### src/rtl/turbo_iter_ctrl.sv
// -----------------------------------------------------------------------------
// turbo_iter_ctrl
//
// Iteration controller for a turbo decoder that time-shares one SISO core
// between constituent decoder 1 (natural order, parity 1) and decoder 2
// (interleaved order, parity 2). Each half-iteration has three phases:
//   1. Stream the block out of the symbol/extrinsic memories.
//   2. Wait for the SISO to report completion.
//   3. Sequence the extrinsic write-back.
// Full iterations repeat until the programmed count is reached. The final
// write-back is flagged so that the datapath stores hard decisions.
//
// Ports
//   clk_i          rising-edge clock
//   rst_n_i        asynchronous active-low reset
//   start_i        start a decode (accepted only while idle)
//   n_iter_i       number of full iterations, sampled at start (0 acts as 1)
//   siso_done_i    SISO result-ready pulse (observed only while waiting)
//   busy_o         high whenever the controller is not idle
//   mem_rd_en_o    memory read strobe
//   mem_rd_addr_o  logical read index (the memory interleaves when half_o=1)
//   half_o         0 = SISO1 natural order, 1 = SISO2 interleaved order
//   siso_read_en_o data-valid to the SISO (read strobe delayed one cycle)
//   ext_wr_en_o    extrinsic/LLR write strobe
//   ext_wr_addr_o  write index, also used as the LLR select index
//   final_o        high through the last write-back (hard-decision store)
//   iter_o         current full-iteration index, 0-based
//   done_o         one-cycle pulse on normal completion
//   err_o          one-cycle pulse on SISO timeout abort
//
// Every output is taken straight from a flop. Each flop is loaded with the
// value that belongs to the state being entered, so the strobes never glitch.
// -----------------------------------------------------------------------------
module turbo_iter_ctrl #(
  parameter int BLOCK_LEN = 7,
  parameter int ADDR_W    = 3,
  parameter int ITER_W    = 4,
  parameter int TIMEOUT   = 64
) (
  input  logic              clk_i,
  input  logic              rst_n_i,
  input  logic              start_i,
  input  logic [ITER_W-1:0] n_iter_i,
  input  logic              siso_done_i,
  output logic              busy_o,
  output logic              mem_rd_en_o,
  output logic [ADDR_W-1:0] mem_rd_addr_o,
  output logic              half_o,
  output logic              siso_read_en_o,
  output logic              ext_wr_en_o,
  output logic [ADDR_W-1:0] ext_wr_addr_o,
  output logic              final_o,
  output logic [ITER_W-1:0] iter_o,
  output logic              done_o,
  output logic              err_o
);

  // Wide enough to hold TIMEOUT-1 even for very small TIMEOUT values.
  localparam int TMO_W = $clog2(TIMEOUT + 1);

  localparam logic [ADDR_W-1:0] ADDR_LAST = ADDR_W'(BLOCK_LEN - 1);
  localparam logic [TMO_W-1:0]  TMO_LAST  = TMO_W'(TIMEOUT - 1);

  typedef enum logic [2:0] {
    ST_IDLE = 3'd0,
    ST_LOAD = 3'd1,
    ST_WAIT = 3'd2,
    ST_WB   = 3'd3,
    ST_DONE = 3'd4,
    ST_ERR  = 3'd5
  } state_t;

  state_t              state_r,        state_s;
  logic [ADDR_W-1:0]   rd_addr_r,      rd_addr_s;
  logic                rd_tail_r,      rd_tail_s;   // LOAD: all reads issued, covering memory latency
  logic [ADDR_W-1:0]   wr_addr_r,      wr_addr_s;
  logic [TMO_W-1:0]    tmo_r,          tmo_s;
  logic [ITER_W-1:0]   n_last_r,       n_last_s;    // N-1, the index of the last iteration
  logic [ITER_W-1:0]   iter_r,         iter_s;
  logic                half_r,         half_s;
  logic                final_r,        final_s;
  logic                mem_rd_en_r,    mem_rd_en_s;
  logic                siso_read_en_r;
  logic                ext_wr_en_r,    ext_wr_en_s;
  logic                done_r,         done_s;
  logic                err_r,          err_s;
  logic                busy_r,         busy_s;

  // Next-state and next-output logic: the outputs describe the state being entered.
  always_comb begin
    state_s     = state_r;
    rd_addr_s   = rd_addr_r;
    rd_tail_s   = rd_tail_r;
    wr_addr_s   = wr_addr_r;
    tmo_s       = tmo_r;
    n_last_s    = n_last_r;
    iter_s      = iter_r;
    half_s      = half_r;
    final_s     = 1'b0;
    mem_rd_en_s = 1'b0;
    ext_wr_en_s = 1'b0;
    done_s      = 1'b0;
    err_s       = 1'b0;

    case (state_r)
      ST_IDLE: begin
        if (start_i) begin
          // A request for zero iterations runs one iteration.
          if (n_iter_i == {ITER_W{1'b0}}) begin
            n_last_s = {ITER_W{1'b0}};
          end else begin
            n_last_s = n_iter_i - ITER_W'(1);
          end
          iter_s      = {ITER_W{1'b0}};
          half_s      = 1'b0;
          rd_addr_s   = {ADDR_W{1'b0}};
          rd_tail_s   = 1'b0;
          mem_rd_en_s = 1'b1;
          state_s     = ST_LOAD;
        end else begin
          state_s = ST_IDLE;
        end
      end

      ST_LOAD: begin
        if (rd_tail_r) begin
          tmo_s   = {TMO_W{1'b0}};
          state_s = ST_WAIT;
        end else if (rd_addr_r == ADDR_LAST) begin
          // Address holds at the last index; one more cycle for read data.
          rd_tail_s = 1'b1;
        end else begin
          rd_addr_s   = rd_addr_r + ADDR_W'(1);
          mem_rd_en_s = 1'b1;
        end
      end

      ST_WAIT: begin
        if (siso_done_i) begin
          wr_addr_s   = {ADDR_W{1'b0}};
          ext_wr_en_s = 1'b1;
          final_s     = half_r & (iter_r == n_last_r);
          state_s     = ST_WB;
        end else if (tmo_r == TMO_LAST) begin
          err_s   = 1'b1;
          state_s = ST_ERR;
        end else begin
          tmo_s = tmo_r + TMO_W'(1);
        end
      end

      ST_WB: begin
        if (wr_addr_r == ADDR_LAST) begin
          if (final_r) begin
            done_s  = 1'b1;
            state_s = ST_DONE;
          end else begin
            // Swap to the other constituent decoder; advance the
            // iteration after SISO2 has finished.
            if (half_r) begin
              half_s = 1'b0;
              iter_s = iter_r + ITER_W'(1);
            end else begin
              half_s = 1'b1;
            end
            rd_addr_s   = {ADDR_W{1'b0}};
            rd_tail_s   = 1'b0;
            mem_rd_en_s = 1'b1;
            state_s     = ST_LOAD;
          end
        end else begin
          wr_addr_s   = wr_addr_r + ADDR_W'(1);
          ext_wr_en_s = 1'b1;
          final_s     = final_r;
        end
      end

      ST_DONE: begin
        state_s = ST_IDLE;
      end

      ST_ERR: begin
        state_s = ST_IDLE;
      end

      default: begin
        state_s = ST_IDLE;
      end
    endcase

    busy_s = (state_s != ST_IDLE);
  end

  // State, counters and registered outputs.
  always_ff @(posedge clk_i or negedge rst_n_i) begin
    if (!rst_n_i) begin
      state_r        <= ST_IDLE;
      rd_addr_r      <= {ADDR_W{1'b0}};
      rd_tail_r      <= 1'b0;
      wr_addr_r      <= {ADDR_W{1'b0}};
      tmo_r          <= {TMO_W{1'b0}};
      n_last_r       <= {ITER_W{1'b0}};
      iter_r         <= {ITER_W{1'b0}};
      half_r         <= 1'b0;
      final_r        <= 1'b0;
      mem_rd_en_r    <= 1'b0;
      siso_read_en_r <= 1'b0;
      ext_wr_en_r    <= 1'b0;
      done_r         <= 1'b0;
      err_r          <= 1'b0;
      busy_r         <= 1'b0;
    end else begin
      state_r        <= state_s;
      rd_addr_r      <= rd_addr_s;
      rd_tail_r      <= rd_tail_s;
      wr_addr_r      <= wr_addr_s;
      tmo_r          <= tmo_s;
      n_last_r       <= n_last_s;
      iter_r         <= iter_s;
      half_r         <= half_s;
      final_r        <= final_s;
      mem_rd_en_r    <= mem_rd_en_s;
      siso_read_en_r <= mem_rd_en_r;  // matches the one-cycle memory latency
      ext_wr_en_r    <= ext_wr_en_s;
      done_r         <= done_s;
      err_r          <= err_s;
      busy_r         <= busy_s;
    end
  end

  assign busy_o         = busy_r;
  assign mem_rd_en_o    = mem_rd_en_r;
  assign mem_rd_addr_o  = rd_addr_r;
  assign half_o         = half_r;
  assign siso_read_en_o = siso_read_en_r;
  assign ext_wr_en_o    = ext_wr_en_r;
  assign ext_wr_addr_o  = wr_addr_r;
  assign final_o        = final_r;
  assign iter_o         = iter_r;
  assign done_o         = done_r;
  assign err_o          = err_r;

endmodule

### config.mk
export PLATFORM = sky130hd
export DESIGN_NAME = turbo_iter_ctrl
export DESIGN_NICKNAME = d
export VERILOG_FILES = /design/src/rtl/turbo_iter_ctrl.sv
export SDC_FILE = /design/constraint.sdc
export NUM_CORES = 1
export LEC_CHECK = 0
export CORE_MARGIN = 2
export CORE_UTILIZATION = 53
export DETAILED_ROUTE_END_ITERATION = 7
export GPL_TIMING_DRIVEN = 0
export HOLD_SLACK_MARGIN = 0.12
export PLACE_DENSITY = 0.79
export REMOVE_ABC_BUFFERS = 1
export SLEW_MARGIN = 20
export SYNTH_ARGS = -nofsm -noshare
export SYNTH_HDL_FRONTEND = slang
export SYNTH_SLANG_ARGS = --single-unit
### constraint.sdc
create_clock -name clk_i -period 2 [get_ports clk_i]
set_input_delay 0.3 -clock clk_i [delete_from_list [all_inputs] [get_ports clk_i]]
set_output_delay 0.3 -clock clk_i [all_outputs]
set_load 0.01 [all_outputs]
==> impl_metrics.json, run 1 <==
{
  "status": "complete, no violations",
  "slew_headroom_pct": 52.4,
  "area_growth_pct": 21.1,
  "setup_ws_ps": 268,
  "grt_pass1_vias": 1249,
  "crit_buf_inv": 1,
  "syn_area_um2": 1670,
  "cp_data_arrival_time_ps": 1430,
  "rsz0062_at_grt": "false",
  "start_kind": "register",
  "critPathMaxStageDelay_ps": 590,
  "cts_tree": "done",
  "drtAntennaViolNets": 0,
  "cp_max_fo": 8,
  "period_share_pct": 86.6,
  "die_w_um": 60.1,
  "synth_edf_count": 0,
  "dr_wl_met3_um": 131,
  "finalSetupViolations": 0,
  "wl_met1_mm": 1.45,
  "maxCapViolCount": 0,
  "clk_path_buf_depth": 2,
  "track_usage_pct": 22.3,
  "final_common_cell": "dfrtp_1",
  "cts_sinks": 33,
  "wl_per_cell_um": 14.4,
  "antennaDiodeCount": 0,
  "path_cells": "clkdlybuf4s50_1",
  "synth.distinct_cells": 43,
  "topRoutingLayerUsed": "met4",
  "netlist_instances": 161,
  "nFillCells": 246,
  "leakage_nw": 0.879,
  "hold_slack_ps": 381,
  "yosysWarnings": 0,
  "finalNonFillerCells": 233,
  "vias_per_cell": 5.70,
  "post-route-drc-count": 0,
  "yosysSeqAreaShare_pct": 49.6,
  "synthArstFlopShare_pct": 100,
  "grt_max_degree": 34,
  "cts_max_level": 2,
  "synth-seq-cells": 33,
  "final_core_util_pct": 66.6,
  "cp-end-kind": "primary output",
  "max_freq_mhz": 577,
  "mostFrequentLayoutCells": "dfrtp_1 (33), clkdlybuf4s50_1 (24), nand2_1 (16)",
  "synth_flop_cell": "dfrtp_1",
  "crit_slowest_cell": "clkdlybuf4s50_1",
  "path_delay_family": "buffers and inverters",
  "place_ws_ps": 30.9,
  "grt_pass1_wl_mm": 5.83,
  "finalSetupTns_ps": 0,
  "tightest_slew_ps": 714,
  "fin_crit_ps": 1730,
  "port_buffers": 25,
  "rows": 20,
  "cp.required_ps": 1700,
  "postCtsSetupBuffers": 0,
  "cts-root-buf": "clkbuf_4",
  "hpwlAfterDp_mm": 2.30,
  "drt_iter0_markers": 82,
  "grt-ovfl-total": 0,
  "die-area_um2": 3610,
  "powerDensity_nw_per_um2": 1330,
  "hold_class": "register to register",
  "routed_wirelength_mm": 3.35,
  "clock_latency_ps": 340,
  "cts_buffers": 5,
  "core_um2": 3030,
  "dp_cells": 224,
  "finalHoldViolations": 0,
  "drv_slew": 0,
  "peakVddDrop_mv": 0.709,
  "die_y_um": 60.1,
  "wl_met2_mm": 1.70,
  "nNetsFinal": 202,
  "initial_utilization_pct": 55.0,
  "antenna_found_initial": 0,
  "via_count": 1329,
  "io_pins": 26,
  "drive_gt1_share_pct": 7.41,
  "dr.pass1.iters": 4,
  "skew_ps": 15.6,
  "avgSynthCellArea_um2": 10.3,
  "path_clk_slew_ps": 110,
  "gp_congestion": 0.811,
  "critPathKind": "register to primary output"
}
path summary, 6_finish.rpt:
path                                  start  slack (ps)                to  cells after the start
worst max-delay path                 half_o         270            half_o                      1
worst min-delay path            mem_rd_en_o         380    siso_read_en_o                      0
worst max register to register   state_r[0]         270          tmo_r[1]                      4
worst min register to register  mem_rd_en_o         380    siso_read_en_o                      0
max in group asynchronous           rst_n_i         990  ext_wr_addr_o[1]                      2
min in group asynchronous           rst_n_i         540          tmo_r[4]                      2
synth_stat cells (2+ instances only):
library cell | count | area (um2)
nand4_1 | 4 | 25.0
inv_1 | 6 | 22.5
a31oi_1 | 2 | 12.5
a21oi_1 | 6 | 30.0
xnor2_1 | 5 | 43.8
xor2_1 | 3 | 26.3
nor4b_4 | 2 | 47.6
o31ai_1 | 3 | 22.5
dfrtp_1 | 33 | 826
buf_6 | 2 | 22.5
ha_1 | 6 | 75.1
nand3_1 | 14 | 70.1
nand2_1 | 16 | 60.1
o21ai_0 | 7 | 35.0
buf_2 | 2 | 10.0
and3_1 | 2 | 12.5
and3b_1 | 2 | 17.5
nand2b_1 | 2 | 12.5
nor3_1 | 4 | 20.0
o21ai_1 | 5 | 25.0
nor2_1 | 11 | 41.3
or3_1 | 3 | 18.8
power breakdown:
group / switching, mW / internal [mW] / total (mW)
Combinational: 0.511 / 0.507 / 1.02
Sequential: 0.257 / 0.883 / 1.14
Clock: 0.222 / 0.299 / 0.520
Total: 0.990 / 1.69 / 2.68
stage by stage:
stage	power (mW)	cell area (um2)
after floorplan	1.71	1620
after global placement	2.09	1930
after detailed placement	2.15	1920
after CTS	2.70	2020
after global routing	2.89	2020
final	2.68	2020
sequential cells by signal, summed over array words and instances (netlist names):
signal	count
err_o	1
half_o	1
mem_rd_addr_o	3
final_o	1
busy_o	1
ext_wr_addr_o	3
done_o	1
mem_rd_en_o	1
n_last_r	4
rd_tail_r	1
siso_read_en_o	1
iter_o	4
state_r	3
tmo_r	7
ext_wr_en_o	1
layer usage:
| layer | vias to the layer above | GRT usage (%) |
|---|---|---|
| li1 | 636 | - |
| met1 | 660 | 27.6 |
| met2 | 27 | 36.0 |
| met3 | 6 | 6.28 |
| met4 | 0 | 10.2 |
| met5 | - | 0 |
kinds of logic (layout without fill, tap and decap cells):
group | Yosys count | count (layout) | synth area share (%)
AOI/OAI and AO/OA | 31 | 31 | 11.7
xor gates and xnor gates | 8 | 8 | 4.21
adders and majority gates | 6 | 6 | 4.51
buffers and inverters | 12 | 40 | 3.98
DFF | 33 | 33 | 49.6
muxes | 2 | 2 | 1.28
and+or+nand+nor | 69 | 69 | 24.7
final cells by class:
cell class,count,area (um2),share of cell area (%)
repair buffers,26,255,12.7
multi-input cells,116,773,38.3
well taps,44,55.1,2.73
clock buffers,7,55.1,2.73
flip-flops and latches,33,826,40.9
inverters,6,22.5,1.12
clock inverters,1,30.0,1.49
repair_timing:
action | in CTS | in global routing
gates resized for setup | 0 | 0
endpoints found under the hold margin | 33 | 0
hold buffers | 1 | 0
Note: power is estimated with default switching activity, not from simulation.
==> run 2, diff against run 1 <==
--- a/config.mk
+++ b/config.mk
@@ -11,7 +11,6 @@
 export GPL_TIMING_DRIVEN = 0
 export HOLD_SLACK_MARGIN = 0.12
 export PLACE_DENSITY = 0.79
-export REMOVE_ABC_BUFFERS = 1
 export SLEW_MARGIN = 20
 export SYNTH_ARGS = -nofsm -noshare
 export SYNTH_HDL_FRONTEND = slang
==> run 2 against run 1 <==
Against the previous run: critical path depth up 6; sequential power shrank 4%; largest cell class unchanged; critical path type is now register to register; sequential cell count stayed put; worst hold slack lost 8.5 ps; utilization is 0.45 points higher.
==> impl_metrics.json, run 2 (synthesized netlist as in run 1, its figures left out) <==
{
  "rows": 20,
  "cp-end-kind": "register",
  "hold_class": "register to register",
  "critPathLaunch": "ext_wr_addr_o[0]",
  "vias_per_cell": 5.61,
  "final_common_cell": "dfrtp_1",
  "cts-root-buf": "clkbuf_4",
  "dr.pass1.iters": 4,
  "start_kind": "register",
  "clk_path_buf_depth": 2,
  "skew_ps": 8.40,
  "finalSetupTns_ps": 0,
  "pwr-share-clk_pct": 14.3,
  "crit_buf_inv": 2,
  "cts_sinks": 33,
  "setup_ws_ps": 169,
  "routed_wirelength_mm": 3.29,
  "finalSetupViolations": 0,
  "grt_pass1_vias": 1257,
  "path_clk_slew_ps": 90,
  "status": "complete, no violations",
  "io_pins": 26,
  "pwr-share-comb_pct": 43.4,
  "cp_max_fo": 7,
  "place_ws_ps": 50.4,
  "via_count": 1334,
  "top_register": "tmo_r",
  "path_delay_family": "compound AO/OA/AOI/OAI gates",
  "use_met2_pct": 34.3,
  "slew_headroom_pct": 53.2,
  "hold_start": "mem_rd_en_o",
  "sw_frac_of_total_pct": 37.8,
  "cp_data_arrival_time_ps": 2080,
  "track_usage_pct": 21.7,
  "cts_max_level": 2,
  "cts_buffers": 5,
  "fin_crit_ps": 1830,
  "crit_slowest_cell": "dfrtp_1",
  "initial_utilization_pct": 55.0,
  "drt_iter0_markers": 79,
  "cts_tree": "done",
  "grt-busiest-layer": "met2",
  "drtAntennaViolNets": 0,
  "grt-ovfl-total": 0,
  "grtUsageMet3_pct": 8.44,
  "dp_cells": 230,
  "antennaDiodeCount": 0,
  "grtUsageMet1_pct": 26.6,
  "die_w_um": 60.1,
  "core_um2": 3030,
  "final_area_um2": 2030,
  "wl_per_cell_um": 13.8,
  "finalNonFillerCells": 238,
  "peakVddDrop_mv": 0.655,
  "path_cells": "inv_1, ha_1, and3b_1, clkbuf_1, a21oi_2, nand2_1, a21oi_1",
  "post-route-drc-count": 0,
  "seqPwrFrac_pct": 42.3,
  "place_area_um2": 1970,
  "die_y_um": 60.1,
  "ff2ff_setup_slack_ps": 170,
  "clock_latency_ps": 330,
  "hpwlAfterDp_mm": 2.44,
  "finalPower_mw": 2.58,
  "powerDensity_nw_per_um2": 1270,
  "area_growth_pct": 21.9,
  "critPathKind": "register to register",
  "max_freq_mhz": 546,
  "drv_slew": 0,
  "cp.required_ps": 2250,
  "mostFrequentLayoutCells": "dfrtp_1 (33), clkdlybuf4s50_1 (24), nand2_1 (16)",
  "largest_reg_flops": 7,
  "r2r-start": "ext_wr_addr_o[0]",
  "internal-power_mw": 1.60,
  "grt_pass1_wl_mm": 5.71,
  "syn-num-nets": 175,
  "hold_slack_ps": 373,
  "drive_gt1_share_pct": 9.28,
  "tightest_slew_ps": 702,
  "maxCapViolCount": 0,
  "critPathMaxStageDelay_ps": 420,
  "cts_resized": 0,
  "nFillCells": 253,
  "die-area_um2": 3610,
  "antenna_found_initial": 0,
  "final_core_util_pct": 67.1,
  "finalHoldViolations": 0,
  "period_share_pct": 91.5,
  "grt_max_degree": 34,
  "rsz0062_at_grt": "false",
  "nNetsFinal": 208,
  "switchingPower_mw": 0.974,
  "leakage_nw": 0.891,
  "gp_congestion": 0.776,
  "port_buffers": 25
}
-- run 2: final timing paths --
path	end	depth (start not counted)
max in group asynchronous	iter_o[1]	2
max	rd_tail_r	7
min	siso_read_en_o	0
min in group asynchronous	tmo_r[5]	2
max reg2reg	rd_tail_r	7
min reg2reg	siso_read_en_o	0
-- run 2: cell type report --
type,count,area [um2],area share [%]
Clock buffer,7,55.1,2.71
Buffer,6,43.8,2.16
Timing Repair Buffer,26,255,12.6
Inverter,6,22.5,1.11
Sequential cell,33,826,40.7
Tap cell,44,55.1,2.71
Multi-Input combinational cell,116,773,38.1
-- run 2: timing repair --
action                     in CTS  in global routing
setup buffers                   0                  0
hold endpoints to repair       33                  0
setup endpoints to repair       0                  0
hold buffers                    1                  0
-- run 2: worst reg2reg max path: stages, from the launching register on --
cell      delay, ps
dfrtp_1         420
inv_1            60
ha_1            230
and3b_1         190
clkbuf_1        180
a21oi_2         340
nand2_1         170
a21oi_1         160
-- run 2: power by group through the flow --
stage	clock, mW	combinational [mW]	sequential, mW
3_5_place_dp	0	1.12	1.10
4_1_cts	0.380	1.13	1.09
2_1_floorplan	0	0.649	1.12
6_report	0.369	1.12	1.09
5_1_grt	0.414	1.25	1.12
3_3_place_gp	0	1.07	1.08
-- run 2: layer usage --
metal / wire [um] / part of all wire [%] / vias up
met5: 0 / 0 / -
met4: 51 / 1.6 / 0
met3: 211 / 6.4 / 7
met2: 1630 / 49 / 44
met1: 1400 / 43 / 635
li1: - / - / 648
==> run 3, diff against run 2 <==
--- a/config.mk
+++ b/config.mk
@@ -6,11 +6,11 @@
 export NUM_CORES = 1
 export LEC_CHECK = 0
 export CORE_MARGIN = 2
-export CORE_UTILIZATION = 53
+export CORE_UTILIZATION = 30
 export DETAILED_ROUTE_END_ITERATION = 7
 export GPL_TIMING_DRIVEN = 0
 export HOLD_SLACK_MARGIN = 0.12
-export PLACE_DENSITY = 0.79
+export PLACE_DENSITY = 0.5
 export SLEW_MARGIN = 20
 export SYNTH_ARGS = -nofsm -noshare
 export SYNTH_HDL_FRONTEND = slang
==> run 3 against run 2 <==
Against the previous run: first-iteration DRC count decreased by 62%; utilization shrank 28 points; final cell count up 13%; combinational power is essentially flat; sequential cell count is the same; clock skew is essentially flat; final area is 4.4% higher; wire length rose by 11%; critical path depth did not move; worst hold slack better by 2.9 ps; critical endpoint unchanged; largest cell class unchanged; largest power group unchanged.
==> impl_metrics.json, run 3 (synthesized netlist as in run 1, its figures left out) <==
{
  "status": "complete, no violations",
  "cts_buffers": 5,
  "clock_latency_ps": 280,
  "drv_slew": 0,
  "skew_ps": 7.90,
  "rsz0062_at_grt": "false",
  "critPathKind": "register to register",
  "place_area_um2": 2030,
  "finalSetupViolations": 0,
  "antenna_found_initial": 0,
  "vias_per_cell": 4.93,
  "grt_max_degree": 22,
  "period_share_pct": 89.1,
  "grt_pass1_wl_mm": 6.14,
  "dp_cells": 259,
  "maxCapViolCount": 0,
  "antennaDiodeCount": 0,
  "drive_gt1_share_pct": 10.2,
  "hpwlAfterDp_mm": 2.74,
  "mostFrequentLayoutCells": "dfrtp_1 (33), clkdlybuf4s50_1 (24), nand2_1 (16)",
  "rows": 27,
  "hold_slack_ps": 376,
  "start_kind": "register",
  "powerDensity_nw_per_um2": 1270,
  "drtAntennaViolNets": 0,
  "area_growth_pct": 27.3,
  "finalHoldViolations": 0,
  "grt-busiest-layer": "met2",
  "final_common_cell": "dfrtp_1",
  "cp.required_ps": 2210,
  "fin_crit_ps": 1780,
  "core_um2": 5440,
  "final_area_um2": 2120,
  "nNetsFinal": 209,
  "cts_sinks": 33,
  "top_register": "tmo_r",
  "use_met2_pct": 22.5,
  "multi_input_comb_area_um2": 773,
  "via_count": 1321,
  "syn-num-nets": 175,
  "finalNonFillerCells": 268,
  "peakVddDrop_mv": 0.521,
  "die-area_um2": 6160,
  "cts-root-buf": "clkbuf_8",
  "post-route-drc-count": 0,
  "track_usage_pct": 12.6,
  "clk_path_buf_depth": 2,
  "postCtsSetupBuffers": 0,
  "port_buffers": 25,
  "leakage_nw": 0.917,
  "dr.pass1.iters": 7,
  "grtUsageMet1_pct": 14.7,
  "die_y_um": 78.5,
  "grt-ovfl-total": 0,
  "wl_per_cell_um": 13.6,
  "nFillCells": 536,
  "final_core_util_pct": 39.0,
  "postCtsHoldBufs": 1,
  "cp_max_fo": 7,
  "cts_tree": "done",
  "cp_data_arrival_time_ps": 1990,
  "die_w_um": 78.5,
  "seq_area_um2": 826,
  "routed_wirelength_mm": 3.65,
  "grtUsageMet3_pct": 3.22,
  "initial_utilization_pct": 30.6,
  "grt_pass1_vias": 1343,
  "largest_reg_flops": 7,
  "cts_max_level": 2,
  "io_pins": 26,
  "cts_resized": 0,
  "drt_iter0_markers": 30,
  "gp_congestion": 0.732,
  "slew_headroom_pct": 61.3,
  "hold_class": "register to register",
  "max_freq_mhz": 561,
  "path_clk_slew_ps": 70,
  "cp-end-kind": "register",
  "tightest_slew_ps": 578
}
[run 3: where the power goes]
group / switching [mW] / total (mW) / internal, mW
Clock: 0.234 / 0.474 / 0.241
Combinational: 0.565 / 1.12 / 0.559
Sequential: 0.209 / 1.10 / 0.886
[run 3: stage by stage]
| step | power [mW] | worst slack [ps] | TNS (ps) |
|---|---|---|---|
| after floorplan | 1.77 | 438 | 0 |
| after global placement | 2.18 | -92.7 | -3000 |
| after detailed placement | 2.25 | -15.1 | -24.8 |
| after CTS | 2.74 | 210 | 0 |
| after global routing | 2.90 | 63.1 | 0 |
| final | 2.69 | 219 | 0 |
[run 3: per-layer routing]
metal,share of wire (%),vias to the layer above,wire length (um)
met5,0,-,0
met4,1.2,0,45
met3,4.4,5,162
met2,51,29,1870
met1,43,638,1580
li1,-,649,-
[run 3: layout make-up]
class | instances | area share, %
Timing Repair Buffer | 27 | 13.3
Inverter | 6 | 1.06
Tap cell | 72 | 4.25
Sequential cell | 33 | 38.9
Multi-Input combinational cell | 116 | 36.5
Clock inverter | 2 | 0.472
Buffer | 6 | 2.06
Clock buffer | 6 | 3.42
[run 3: path summary, 6_finish.rpt]
path	startpoint	endpoint	slack, ps	cells past startpoint
max reg2reg	ext_wr_addr_o[0]	rd_tail_r	220	7
max in group asynchronous	rst_n_i	ext_wr_addr_o[0]	1110	3
min	mem_rd_en_o	siso_read_en_o	380	0
max	ext_wr_addr_o[0]	rd_tail_r	220	7
min reg2reg	mem_rd_en_o	siso_read_en_o	380	0
min in group asynchronous	rst_n_i	iter_o[0]	480	2
[run 3: worst max-delay path: stages, from the launching register on]
cell      delay (ps)
dfrtp_1          410
inv_1             60
ha_1             240
and3b_1          190
clkbuf_1         180
a21oi_2          350
nand2_1          150
a21oi_1          130
